`src/rtl/gpio_walking_one_gen_pkg.sv`:
```
// -----------------------------------------------------------------------------
// gpio_walking_one_pkg
// Shared definitions for the GPIO walking-one pattern source.
//   - run-state enumeration used by the top-level FSM
//   - default widths for the pin bank, dwell counter and pass counter
//   - pad mapping: pattern bit 0 drives mprj_io[0], bit k (k>=1) drives
//     mprj_io[k+4]; pad_io_index() gives the pad number for a pattern bit
// -----------------------------------------------------------------------------
package gpio_walking_one_pkg;

   localparam int WIDTH_DEFAULT   = 34;
   localparam int DWELL_W_DEFAULT = 24;
   localparam int ITER_W_DEFAULT  = 8;

   // Bit-index counter width; must cover WIDTH-1.
   localparam int IDX_W = 6;

   // Pad mapping: bit 0 -> io 0, bit k -> io k+4.
   localparam int PAD_IO_BIT0   = 0;
   localparam int PAD_IO_OFFSET = 4;

   typedef enum logic [2:0] {
      ST_IDLE      = 3'd0,
      ST_ZERO_PRE  = 3'd1,
      ST_WALK      = 3'd2,
      ST_ZERO_POST = 3'd3,
      ST_DONE      = 3'd4
   } state_e;

   // Pad number (mprj_io index) driven by a given pattern bit.
   function automatic int pad_io_index(input int bit_idx);
      if (bit_idx == 0) begin
         return PAD_IO_BIT0;
      end else begin
         return bit_idx + PAD_IO_OFFSET;
      end
   endfunction

endpackage

```
`src/rtl/gpio_walking_one_gen_if.sv`:
```
// -----------------------------------------------------------------------------
// gpio_walking_one_gen_if
// Control/pattern bundle for the walking-one generator.
//   master: drives start, en, dwell, num_iter; observes the pattern outputs
//   slave : the generator itself
// Signals:
//   start    - one-cycle launch pulse (honoured only from IDLE/DONE)
//   en       - 1 = advance, 0 = freeze
//   dwell    - cycles per frame minus one (latched on accepted start)
//   num_iter - pass count, 0 = run forever (latched on accepted start)
//   gpio_out - pattern to pads, gpio_oeb - active-low output enables
//   busy     - run in progress, done - finite run complete, step - frame strobe
// -----------------------------------------------------------------------------
interface gpio_walking_one_gen_if
   import gpio_walking_one_pkg::*;
#(
   parameter int WIDTH   = WIDTH_DEFAULT,
   parameter int DWELL_W = DWELL_W_DEFAULT,
   parameter int ITER_W  = ITER_W_DEFAULT
);

   logic               start;
   logic               en;
   logic [DWELL_W-1:0] dwell;
   logic [ITER_W-1:0]  num_iter;
   logic [WIDTH-1:0]   gpio_out;
   logic [WIDTH-1:0]   gpio_oeb;
   logic               busy;
   logic               done;
   logic               step;

   modport master (
      output start, en, dwell, num_iter,
      input  gpio_out, gpio_oeb, busy, done, step
   );

   modport slave (
      input  start, en, dwell, num_iter,
      output gpio_out, gpio_oeb, busy, done, step
   );

endinterface

```
`src/rtl/gpio_walking_one_gen_dwell_timer.sv`:
```
// -----------------------------------------------------------------------------
// dwell_timer
// Loadable down-counter that times one frame of the walking-one sequence.
// Ports:
//   clk, rst  - clock, asynchronous active-high reset
//   load      - capture load_val as both current count and reload value
//   load_val  - frame length minus one
//   run       - a run is in progress (counting allowed)
//   en        - advance enable; cycles with en=0 are not counted
//   expire    - high in the last enabled cycle of a frame; the counter
//               reloads on the same edge so frames repeat back to back
// -----------------------------------------------------------------------------
module dwell_timer #(
   parameter int DWELL_W = 24
) (
   input  logic               clk,
   input  logic               rst,
   input  logic               load,
   input  logic [DWELL_W-1:0] load_val,
   input  logic               run,
   input  logic               en,
   output logic               expire
);

   logic [DWELL_W-1:0] cnt_q,    cnt_d;
   logic [DWELL_W-1:0] reload_q, reload_d;
   logic               count_en;

   assign count_en = run & en;
   assign expire   = count_en & (cnt_q == {DWELL_W{1'b0}});

   // Next count: load, reload on expiry, or decrement while enabled.
   always_comb begin
      cnt_d    = cnt_q;
      reload_d = reload_q;
      if (load) begin
         cnt_d    = load_val;
         reload_d = load_val;
      end else if (count_en) begin
         if (cnt_q == {DWELL_W{1'b0}}) begin
            cnt_d = reload_q;
         end else begin
            cnt_d = cnt_q - {{(DWELL_W-1){1'b0}}, 1'b1};
         end
      end else begin
         cnt_d = cnt_q;
      end
   end

   // Counter and reload registers.
   always_ff @(posedge clk or posedge rst) begin
      if (rst) begin
         cnt_q    <= {DWELL_W{1'b0}};
         reload_q <= {DWELL_W{1'b0}};
      end else begin
         cnt_q    <= cnt_d;
         reload_q <= reload_d;
      end
   end

endmodule

```
`src/rtl/gpio_walking_one_gen.sv`:
```
// -----------------------------------------------------------------------------
// gpio_walking_one_gen
// Walking-one pattern source for the user-project GPIO bank. A run is one
// all-zero frame followed by num_iter passes of (WIDTH one-hot frames, one
// all-zero frame); num_iter=0 repeats forever. Each frame lasts dwell+1
// enabled cycles. All outputs are registered.
// Ports:
//   clk  - user clock
//   rst  - asynchronous active-high reset
//   bus  - slave side of gpio_walking_one_gen_if (controls and pattern outputs)
// -----------------------------------------------------------------------------
module gpio_walking_one_gen
   import gpio_walking_one_pkg::*;
#(
   parameter int WIDTH   = WIDTH_DEFAULT,
   parameter int DWELL_W = DWELL_W_DEFAULT,
   parameter int ITER_W  = ITER_W_DEFAULT
) (
   input  logic                  clk,
   input  logic                  rst,
   gpio_walking_one_gen_if.slave bus
);

   localparam logic [IDX_W-1:0] LAST_IDX = IDX_W'(WIDTH - 1);
   localparam logic [WIDTH-1:0] ONE_HOT0 = {{(WIDTH-1){1'b0}}, 1'b1};

   state_e              state_q,    state_d;
   logic [IDX_W-1:0]    idx_q,      idx_d;
   logic [ITER_W-1:0]   pass_q,     pass_d;
   logic [ITER_W-1:0]   num_iter_q, num_iter_d;
   logic [WIDTH-1:0]    gpio_out_q, gpio_out_d;
   logic [WIDTH-1:0]    gpio_oeb_q, gpio_oeb_d;
   logic                busy_q,     busy_d;
   logic                done_q,     done_d;
   logic                step_q,     step_d;
   logic                start_acc;
   logic                expire;

   // start is ignored while a run is in progress
   assign start_acc = bus.start & ((state_q == ST_IDLE) | (state_q == ST_DONE));

   // busy_q is high exactly in the running states, so it gates the timer.
   dwell_timer #(.DWELL_W(DWELL_W)) u_dwell_timer (
      .clk      (clk),
      .rst      (rst),
      .load     (start_acc),
      .load_val (bus.dwell),
      .run      (busy_q),
      .en       (bus.en),
      .expire   (expire)
   );

   // Frame sequencing: state, bit index, pass counter, frame strobe.
   always_comb begin
      state_d    = state_q;
      idx_d      = idx_q;
      pass_d     = pass_q;
      num_iter_d = num_iter_q;
      step_d     = 1'b0;
      case (state_q)
         ST_IDLE, ST_DONE: begin
            if (start_acc) begin
               state_d    = ST_ZERO_PRE;
               idx_d      = {IDX_W{1'b0}};
               pass_d     = {ITER_W{1'b0}};
               num_iter_d = bus.num_iter;
            end else begin
               state_d = state_q;
            end
         end
         ST_ZERO_PRE: begin
            if (expire) begin
               state_d = ST_WALK;
               idx_d   = {IDX_W{1'b0}};
               step_d  = 1'b1;
            end else begin
               state_d = state_q;
            end
         end
         ST_WALK: begin
            if (expire) begin
               step_d = 1'b1;
               if (idx_q == LAST_IDX) begin
                  state_d = ST_ZERO_POST;
               end else begin
                  idx_d = idx_q + IDX_W'(1);
               end
            end else begin
               state_d = state_q;
            end
         end
         ST_ZERO_POST: begin
            if (expire) begin
               // In forever mode the pass counter simply wraps.
               pass_d = pass_q + ITER_W'(1);
               if ((num_iter_q != {ITER_W{1'b0}}) && (pass_d == num_iter_q)) begin
                  state_d = ST_DONE;
               end else begin
                  state_d = ST_WALK;
                  idx_d   = {IDX_W{1'b0}};
                  step_d  = 1'b1;
               end
            end else begin
               state_d = state_q;
            end
         end
         default: begin
            state_d = ST_IDLE;
         end
      endcase
   end

   // Output decode from the next state so the pins change with the state.
   always_comb begin
      gpio_out_d = {WIDTH{1'b0}};
      gpio_oeb_d = {WIDTH{1'b0}};
      busy_d     = 1'b0;
      done_d     = 1'b0;
      case (state_d)
         ST_IDLE: begin
            gpio_oeb_d = {WIDTH{1'b1}};
         end
         ST_ZERO_PRE, ST_ZERO_POST: begin
            busy_d = 1'b1;
         end
         ST_WALK: begin
            busy_d     = 1'b1;
            gpio_out_d = ONE_HOT0 << idx_d;
         end
         ST_DONE: begin
            done_d = 1'b1;
         end
         default: begin
            gpio_oeb_d = {WIDTH{1'b1}};
         end
      endcase
   end

   // State and registered outputs.
   always_ff @(posedge clk or posedge rst) begin
      if (rst) begin
         state_q    <= ST_IDLE;
         idx_q      <= {IDX_W{1'b0}};
         pass_q     <= {ITER_W{1'b0}};
         num_iter_q <= {ITER_W{1'b0}};
         gpio_out_q <= {WIDTH{1'b0}};
         gpio_oeb_q <= {WIDTH{1'b1}};
         busy_q     <= 1'b0;
         done_q     <= 1'b0;
         step_q     <= 1'b0;
      end else begin
         state_q    <= state_d;
         idx_q      <= idx_d;
         pass_q     <= pass_d;
         num_iter_q <= num_iter_d;
         gpio_out_q <= gpio_out_d;
         gpio_oeb_q <= gpio_oeb_d;
         busy_q     <= busy_d;
         done_q     <= done_d;
         step_q     <= step_d;
      end
   end

   assign bus.gpio_out = gpio_out_q;
   assign bus.gpio_oeb = gpio_oeb_q;
   assign bus.busy     = busy_q;
   assign bus.done     = done_q;
   assign bus.step     = step_q;

endmodule
```
`src/flat_wrapper.sv`:
```
// flat-port wrapper written by rule: the top's interface ports become plain ports
module gpio_walking_one_gen_flat import gpio_walking_one_pkg::*;
#(
   parameter int WIDTH   = WIDTH_DEFAULT,
   parameter int DWELL_W = DWELL_W_DEFAULT,
   parameter int ITER_W  = ITER_W_DEFAULT
)
  (clk, rst, bus_start, bus_en, bus_dwell, bus_num_iter, bus_gpio_out, bus_gpio_oeb, bus_busy, bus_done, bus_step);
  gpio_walking_one_gen_if #(.WIDTH(WIDTH), .DWELL_W(DWELL_W), .ITER_W(ITER_W)) bus_i ();
  input  logic clk;
  input  logic rst;
  input wire logic [$bits(bus_i.start)-1:0] bus_start;
  input wire logic [$bits(bus_i.en)-1:0] bus_en;
  input wire logic [$bits(bus_i.dwell)-1:0] bus_dwell;
  input wire logic [$bits(bus_i.num_iter)-1:0] bus_num_iter;
  output wire logic [$bits(bus_i.gpio_out)-1:0] bus_gpio_out;
  output wire logic [$bits(bus_i.gpio_oeb)-1:0] bus_gpio_oeb;
  output wire logic [$bits(bus_i.busy)-1:0] bus_busy;
  output wire logic [$bits(bus_i.done)-1:0] bus_done;
  output wire logic [$bits(bus_i.step)-1:0] bus_step;
  assign bus_i.start = bus_start;
  assign bus_i.en = bus_en;
  assign bus_i.dwell = bus_dwell;
  assign bus_i.num_iter = bus_num_iter;
  assign bus_gpio_out = bus_i.gpio_out;
  assign bus_gpio_oeb = bus_i.gpio_oeb;
  assign bus_busy = bus_i.busy;
  assign bus_done = bus_i.done;
  assign bus_step = bus_i.step;
  gpio_walking_one_gen #(.WIDTH(WIDTH), .DWELL_W(DWELL_W), .ITER_W(ITER_W)) u_core (.clk(clk), .rst(rst), .bus(bus_i));
endmodule
```
`config.mk`:
```
export PLATFORM = sky130hd
export DESIGN_NAME = gpio_walking_one_gen_flat
export DESIGN_NICKNAME = d
export VERILOG_FILES = /design/src/rtl/gpio_walking_one_gen_pkg.sv /design/src/rtl/gpio_walking_one_gen_if.sv /design/src/rtl/gpio_walking_one_gen_dwell_timer.sv /design/src/rtl/gpio_walking_one_gen.sv /design/src/flat_wrapper.sv
export SDC_FILE = /design/constraint.sdc
export NUM_CORES = 1
export LEC_CHECK = 0
export BUFFER_PORTS_ARGS = -buffer_cell sky130_fd_sc_hd__buf_2
export CORE_MARGIN = 2
export CORE_UTILIZATION = 56
export DETAILED_ROUTE_END_ITERATION = 6
export PLACE_DENSITY = 0.87
export SKIP_CTS_REPAIR_TIMING = 1
export SLEW_MARGIN = 25
export SYNTH_ARGS = -nofsm -noshare
export SYNTH_HDL_FRONTEND = slang
export SYNTH_SLANG_ARGS = --single-unit
```
`constraint.sdc`:
```
create_clock -name clk -period 4.3 [get_ports clk]
set_clock_uncertainty 0.1 [all_clocks]
set_input_delay 0.215 -clock clk [delete_from_list [all_inputs] [get_ports clk]]
set_output_delay 0.215 -clock clk [all_outputs]
set_load 0.02 [all_outputs]
```
; ---- Word level (Yosys, flattened, before mapping)
; Index checks and enable logic that the tools add are counted.
[totals]
ff_bits = 144
inputBits = 36
out_inout_bits = 71
word_cells = 71
[classes]
add_sub_neg = 3
n_eq_ne = 12
n_shift = 1
mux = 28
bitwise_logic = 4
reduce_logical = 12
[op_table]
columns = cell, count
row1 = $mux 24, 3
row2 = $mux 34, 2
row3 = $mux 6, 6
row4 = $shl 1x6->34 const A, 1
row5 = $logic_not 24->1, 1
row6 = $pmux 6 s4, 1
row7 = $sub 24x1->24 const B, 1
row8 = $mux 3, 6
row9 = $mux 8, 2
row10 = $pmux 8 s2, 1
row11 = $eq 3x2->1 const B, 4
row12 = $pmux 3 s4, 1
row13 = $add 8x1->8 const B, 1
row14 = $eq 8x8->1, 1
row15 = $reduce_bool 8->1, 1
row16 = $add 6x1->6 const B, 1
row17 = $eq 3x1->1 const B, 2
row18 = $eq 3x3->1 const B, 2
row19 = $eq 6x6->1 const B, 1
row20 = $mux 1, 5
row21 = $ne 2x1->1 const B, 2
row22 = $reduce_bool 2->1, 2
row23 = $reduce_or 2->1, 2
row24 = $reduce_or 4->1, 1
row25 = 8 further kinds, 10

; ---- Depth between registers and ports, before layout
[logic_depth]
depth_word = 9
mapped_depth = 12
mapped_depth_nobuf = 10

; ---- Hierarchy
; Synthesis repeated with hierarchy kept, for this count alone.
[hier_totals]
cells_unflattened = 587
area_unflattened_um2 = 5953.2
[modules_own_cells]
columns = mod, instances, cells_each, area_per_inst_um2, seq_area_each_um2
row1 = gpio_walking_one_gen, 1, 315, 3249.4, 1577.8
row2 = dwell_timer, 1, 272, 2703.8, 1201.2

; ---- Worst setup path after synthesis
; Ideal clock, no wire load.
[synth_timing]
path_type = register to register
start = reg u_core.pass_q[0]
end = reg u_core.gpio_out_q[24] (netlist: u_core.bus.gpio_out[24])
setup_ns = 0.086
arrival_ns = 2.657
required_time_ns = 4.114
slack_ns = 1.456
path_stages_with_launch = 12
n_path_buf = 2
period_less_slack_ns = 2.844
path_cell_list = dfrtp_1 ha_1 buf_2 o21ba_2 a221o_1 a221oi_1 o211a_1 a21oi_4 buf_6 o21a_1 or2_2 nor3_1
[synth_via]
elab_chain_len = 8
elab_cells_between_ends = 12
classes_between = 1 x add/sub / 2 x eq/ne / 1 x shift / 7 x mux / 1 x reduce/logical
[synth_rtl]
columns = element, line
row1 = from (decl), gpio_walking_one_gen.sv:29  ; logic [ITER_W-1:0] pass_q, pass_d;
row2 = from (signal assigned), gpio_walking_one_gen.sv:144  ; pass_q <= {ITER_W{1'b0}};
row3 = from (signal assigned), gpio_walking_one_gen.sv:154  ; pass_q <= pass_d;
row4 = $add 8x1->8 *, gpio_walking_one_gen.sv:95  ; pass_d = pass_q + ITER_W'(1);
row5 = $eq 8x8->1 *, gpio_walking_one_gen.sv:96  ; if ((num_iter_q != {ITER_W{1'b0}}) && (pass_d == num_iter_q)) begin
row6 = $logic_and 1x1->1 *, gpio_walking_one_gen.sv:96
row7 = $mux 3 or $mux 6 (tied branches), gpio_walking_one_gen.sv:96
row8 = $mux 3 or $mux 6 (tied branches), gpio_walking_one_gen.sv:93  ; if (expire) begin
row9 = $pmux 3 s4 or $pmux 6 s4 (tied branches), gpio_walking_one_gen.sv:60  ; case (state_q)
row10 = $eq 3x2->1 or $shl 1x6->34 (tied branches), "gpio_walking_one_gen.sv:119, gpio_walking_one_gen.sv:128"
row11 = $mux 34 *, gpio_walking_one_gen.sv:119  ; case (state_d)
row12 = named net u_core.gpio_out_d[24], gpio_walking_one_gen.sv:31  ; logic [WIDTH-1:0] gpio_out_q, gpio_out_d;
row13 = to (signal assigned), gpio_walking_one_gen.sv:146  ; gpio_out_q <= {WIDTH{1'b0}};
row14 = to (signal assigned), gpio_walking_one_gen.sv:156  ; gpio_out_q <= gpio_out_d;
row15 = to (decl), gpio_walking_one_gen.sv:31
; The timed path passes the listed nets; every way through them passes the cells marked *.
; A chain may end at the register's enable or synchronous reset.

; ---- Worst setup path after layout
[layout_timing]
start = reg u_core.u_dwell_timer.cnt_q[4]
end = reg u_core.gpio_out_q[3] (netlist: u_core.bus.gpio_out[3])
[layout_via]
elab_chain_len = 6
elab_cells_between_ends = 13
classes_between = 1 x eq/ne / 1 x shift / 9 x mux / 1 x bitwise / 1 x reduce/logical
[layout_rtl]
columns = element, line
row1 = from (decl), gpio_walking_one_gen_dwell_timer.sv:25  ; logic [DWELL_W-1:0] cnt_q, cnt_d;
row2 = from (signal assigned), gpio_walking_one_gen_dwell_timer.sv:53  ; cnt_q <= {DWELL_W{1'b0}};
row3 = from (signal assigned), gpio_walking_one_gen_dwell_timer.sv:56  ; cnt_q <= cnt_d;
row4 = $logic_not 24->1 *, gpio_walking_one_gen_dwell_timer.sv:30  ; assign expire = count_en & (cnt_q == {DWELL_W{1'b0}});
row5 = $and 1x1->1 *, gpio_walking_one_gen_dwell_timer.sv:30
row6 = "$mux 3, or another cell as far along", gpio_walking_one_gen.sv:93
row7 = $pmux 3 s4 or $pmux 6 s4 (tied branches), gpio_walking_one_gen.sv:60
row8 = $eq 3x2->1 or $shl 1x6->34 (tied branches), "gpio_walking_one_gen.sv:119, gpio_walking_one_gen.sv:128"
row9 = $mux 34 *, gpio_walking_one_gen.sv:119
row10 = named net u_core.gpio_out_d[3], gpio_walking_one_gen.sv:31
; Marks and branches as above.

==> results.ini <==
[die]
die_x_um = 106
core_mm2 = 0.0102
boundaryPins = 107
start_util_pct = 57.1
dieArea_mm2 = 0.0113
die_h_um = 106
core.rowCount = 37

[yosys]
synthTopCellsByArea = dfrtp_1 (47%), nand2_1 (8.4%), nor2_1 (4.6%)
syn_inst = 661
ys_ff_latch = 111
synth_top_area_share_pct = 47.1
yosysTopAreaCell = dfrtp_1
syn_area_per_cell_um2 = 8.84
ys_warn_count = 0
syn_nets = 702
yosysUniqueCellTypes = 71
ys_seq_area_share_pct = 47.6
netlist_area_mm2 = 0.00584
synthFlopType = dfrtp_1
synth_common_cells = nand2_1 (130), dfrtp_1 (110), nor2_1 (72)
async_reset_ff_share_pct = 100
synth_most_common_cell = nand2_1
synth-edff-count = 0

[timing]
slew_headroom_pct = 33.7
fin_crit_ps = 3370
final-setup-viol-count = 0
setup_tns_ps = 0
max_freq_mhz = 296
grt_setup_unrepaired = false
timing.final.crit_share_pct = 78.5
worstMarginPinSlew_ps = 987
fin_ws_ps = 925
drv_slew = 0
hold_viol_final = 0

[drt]
postRouteAntennaNets = 0
routedWlPerCell_um = 15.2
drt-initial-drc-count = 313
drcViolationCount = 0
via_per_inst = 5.76
num_vias = 5128
drt_first_pass_iters = 5
wl_um = 13600

[global_routing]
gr-total-overflow = 0
grt_max_degree = 80
grt_use_total_pct = 24.5
antenna_found_initial = 0
grt_pass1_wl_um = 22200
grt_pass1_vias = 4647

[place]
place_ws_ps = 964
dp_hpwl_um = 9160
dp.cells = 843
io_buffers = 106
gp_congestion = 0.919

[finish]
syn2layout_area_growth_pct = 14.8
instances_no_fill = 891
layout-drive-gt1-share_pct = 20.9
diodes = 0
num-nets-final = 791
n_fill_cell = 818

[cts]
insertion_delay_ps = 400
clock-sinks = 111
path_clk_slew_ps = 120
cts_tree = built
clk_path_buf_depth = 2
root_buffer = clkbuf_8
htreeDepth = 3
cts-buffers-inserted = 9

[worst_setup_path]
cp_max_fo = 13
worstPathRequired_ps = 4460
end_kind = register
rr_worst_depth = 8
crit_arrival_ps = 3540
path_class = register to register
start_kind = register

[outcome]
status = finished clean

[power_and_ir_drop]
power_density_mw_per_mm2 = 412
p_leak_nw = 3.23
power_mw = 2.76
ir_worst_vdd_uv = 312

[worst_hold_path]
holdPathStages = 3
hold_class = input pin to register

[run]
max_cap_violations = 0

[placed cells by master (no fill, tap or decap), types with 6 or more instances in the layout]
cell           netlist  routed
or3_1                6       6
nor2_1              72      72
xor2_1               7       7
o22ai_1             11      11
inv_1               15      14
nor4_1               9       9
nand2_1            130     129
buf_2                4     106
clkbuf_8             0       9
o21a_1               8       8
o21ai_0             41      41
dfrtp_1            110     110
dlygate4sd3_1        0      32
xnor2_1              7       7
a21oi_1             35      35
nor3_1              26      26
nand3_1             19      19
[report_power, final]
part | switching, mW | leakage, nW | internal [mW]
logic | 0.398 | 1.68 | 0.280
registers | 0.217 | 1.45 | 1.24
clock network | 0.399 | 0.101 | 0.230
total | 1.01 | 3.23 | 1.75
[worst paths after layout]
path / from / slack, ps / end
max in group asynchronous: rst / 2750 / u_core.bus.gpio_oeb[32]$_DFF_PP1_
worst min register to register: u_core.u_dwell_timer.reload_q[9]$_DFFE_PP0P_ / 390 / u_core.u_dwell_timer.reload_q[9]$_DFFE_PP0P_
min in group asynchronous: rst / 380 / u_core.u_dwell_timer.reload_q[18]$_DFFE_PP0P_
worst max-delay path: u_core.u_dwell_timer.cnt_q[4]$_DFFE_PP0P_ / 930 / u_core.bus.gpio_out[3]$_DFF_PP0_
worst max register to register: u_core.u_dwell_timer.cnt_q[4]$_DFFE_PP0P_ / 930 / u_core.bus.gpio_out[3]$_DFF_PP0_
worst min-delay path: bus_dwell[21] / 4 / u_core.u_dwell_timer.reload_q[21]$_DFFE_PP0P_
[sequential cells by signal, indices dropped and copies added (netlist names)]
| name | count |
|---|---|
| u_core.bus.busy | 1 |
| u_core.bus.done | 1 |
| u_core.bus.gpio_oeb | 1 |
| u_core.bus.gpio_out | 34 |
| u_core.bus.step | 1 |
| u_core.idx_q | 6 |
| u_core.num_iter_q | 8 |
| u_core.pass_q | 8 |
| u_core.state_q | 3 |
| u_core.u_dwell_timer.cnt_q | 24 |
| u_core.u_dwell_timer.reload_q | 24 |
[layout make-up]
class / count / area, um^2 / share of cell area [%]
clock inverters: 7 / 73.8 / 1.10
flip-flops and latches: 111 / 2780 / 41.4
repair buffers: 141 / 873 / 13.0
well taps: 136 / 170 / 2.54
inverters: 15 / 61.3 / 0.914
multi-input cells: 472 / 2620 / 39.1
clock buffers: 9 / 124 / 1.85
[critical path, cell delays in order, from the launching register on]
cell	delay, ps
dfrtp_1	450
nor4_1	630
nand4_1	220
or2_1	380
o31a_1	350
a21oi_4	370
a2bb2oi_1	460
nand2b_1	230
nor2_1	60
[layer usage]
metal / global-route usage (%) / share of wire, % / routed length [um] / vias up
met2: 41.0 / 50 / 6810 / 186
met1: 32.6 / 42 / 5750 / 2480
li1: - / - / - / 2439
met4: 8.36 / 1.7 / 233 / 0
met3: 4.05 / 5.8 / 793 / 23
met5: 0 / 0 / 0 / -
[kinds of logic after synthesis]
group | share of synthesized area [%]
AND/OR/NAND/NOR | 25.6
AO/OA/AOI/OAI | 15.9
adder cells (fa/ha/maj) | 1.07
multiplexers | 0.171
XOR/XNOR | 2.10
buffers and inverters | 7.60
flip-flops | 47.6
[through the flow]
step           instance area (um^2)  hold slack (ps)  util (%)
3_3_place_gp                   6180              309      60.4
5_1_grt                        6710             6.98      65.5
6_report                       6710             4.10      65.5
2_1_floorplan                  5840              220         -
4_1_cts                        6380            -97.2      62.4
3_5_place_dp                   6180              307      60.4
(Power assumes the default switching activity.)
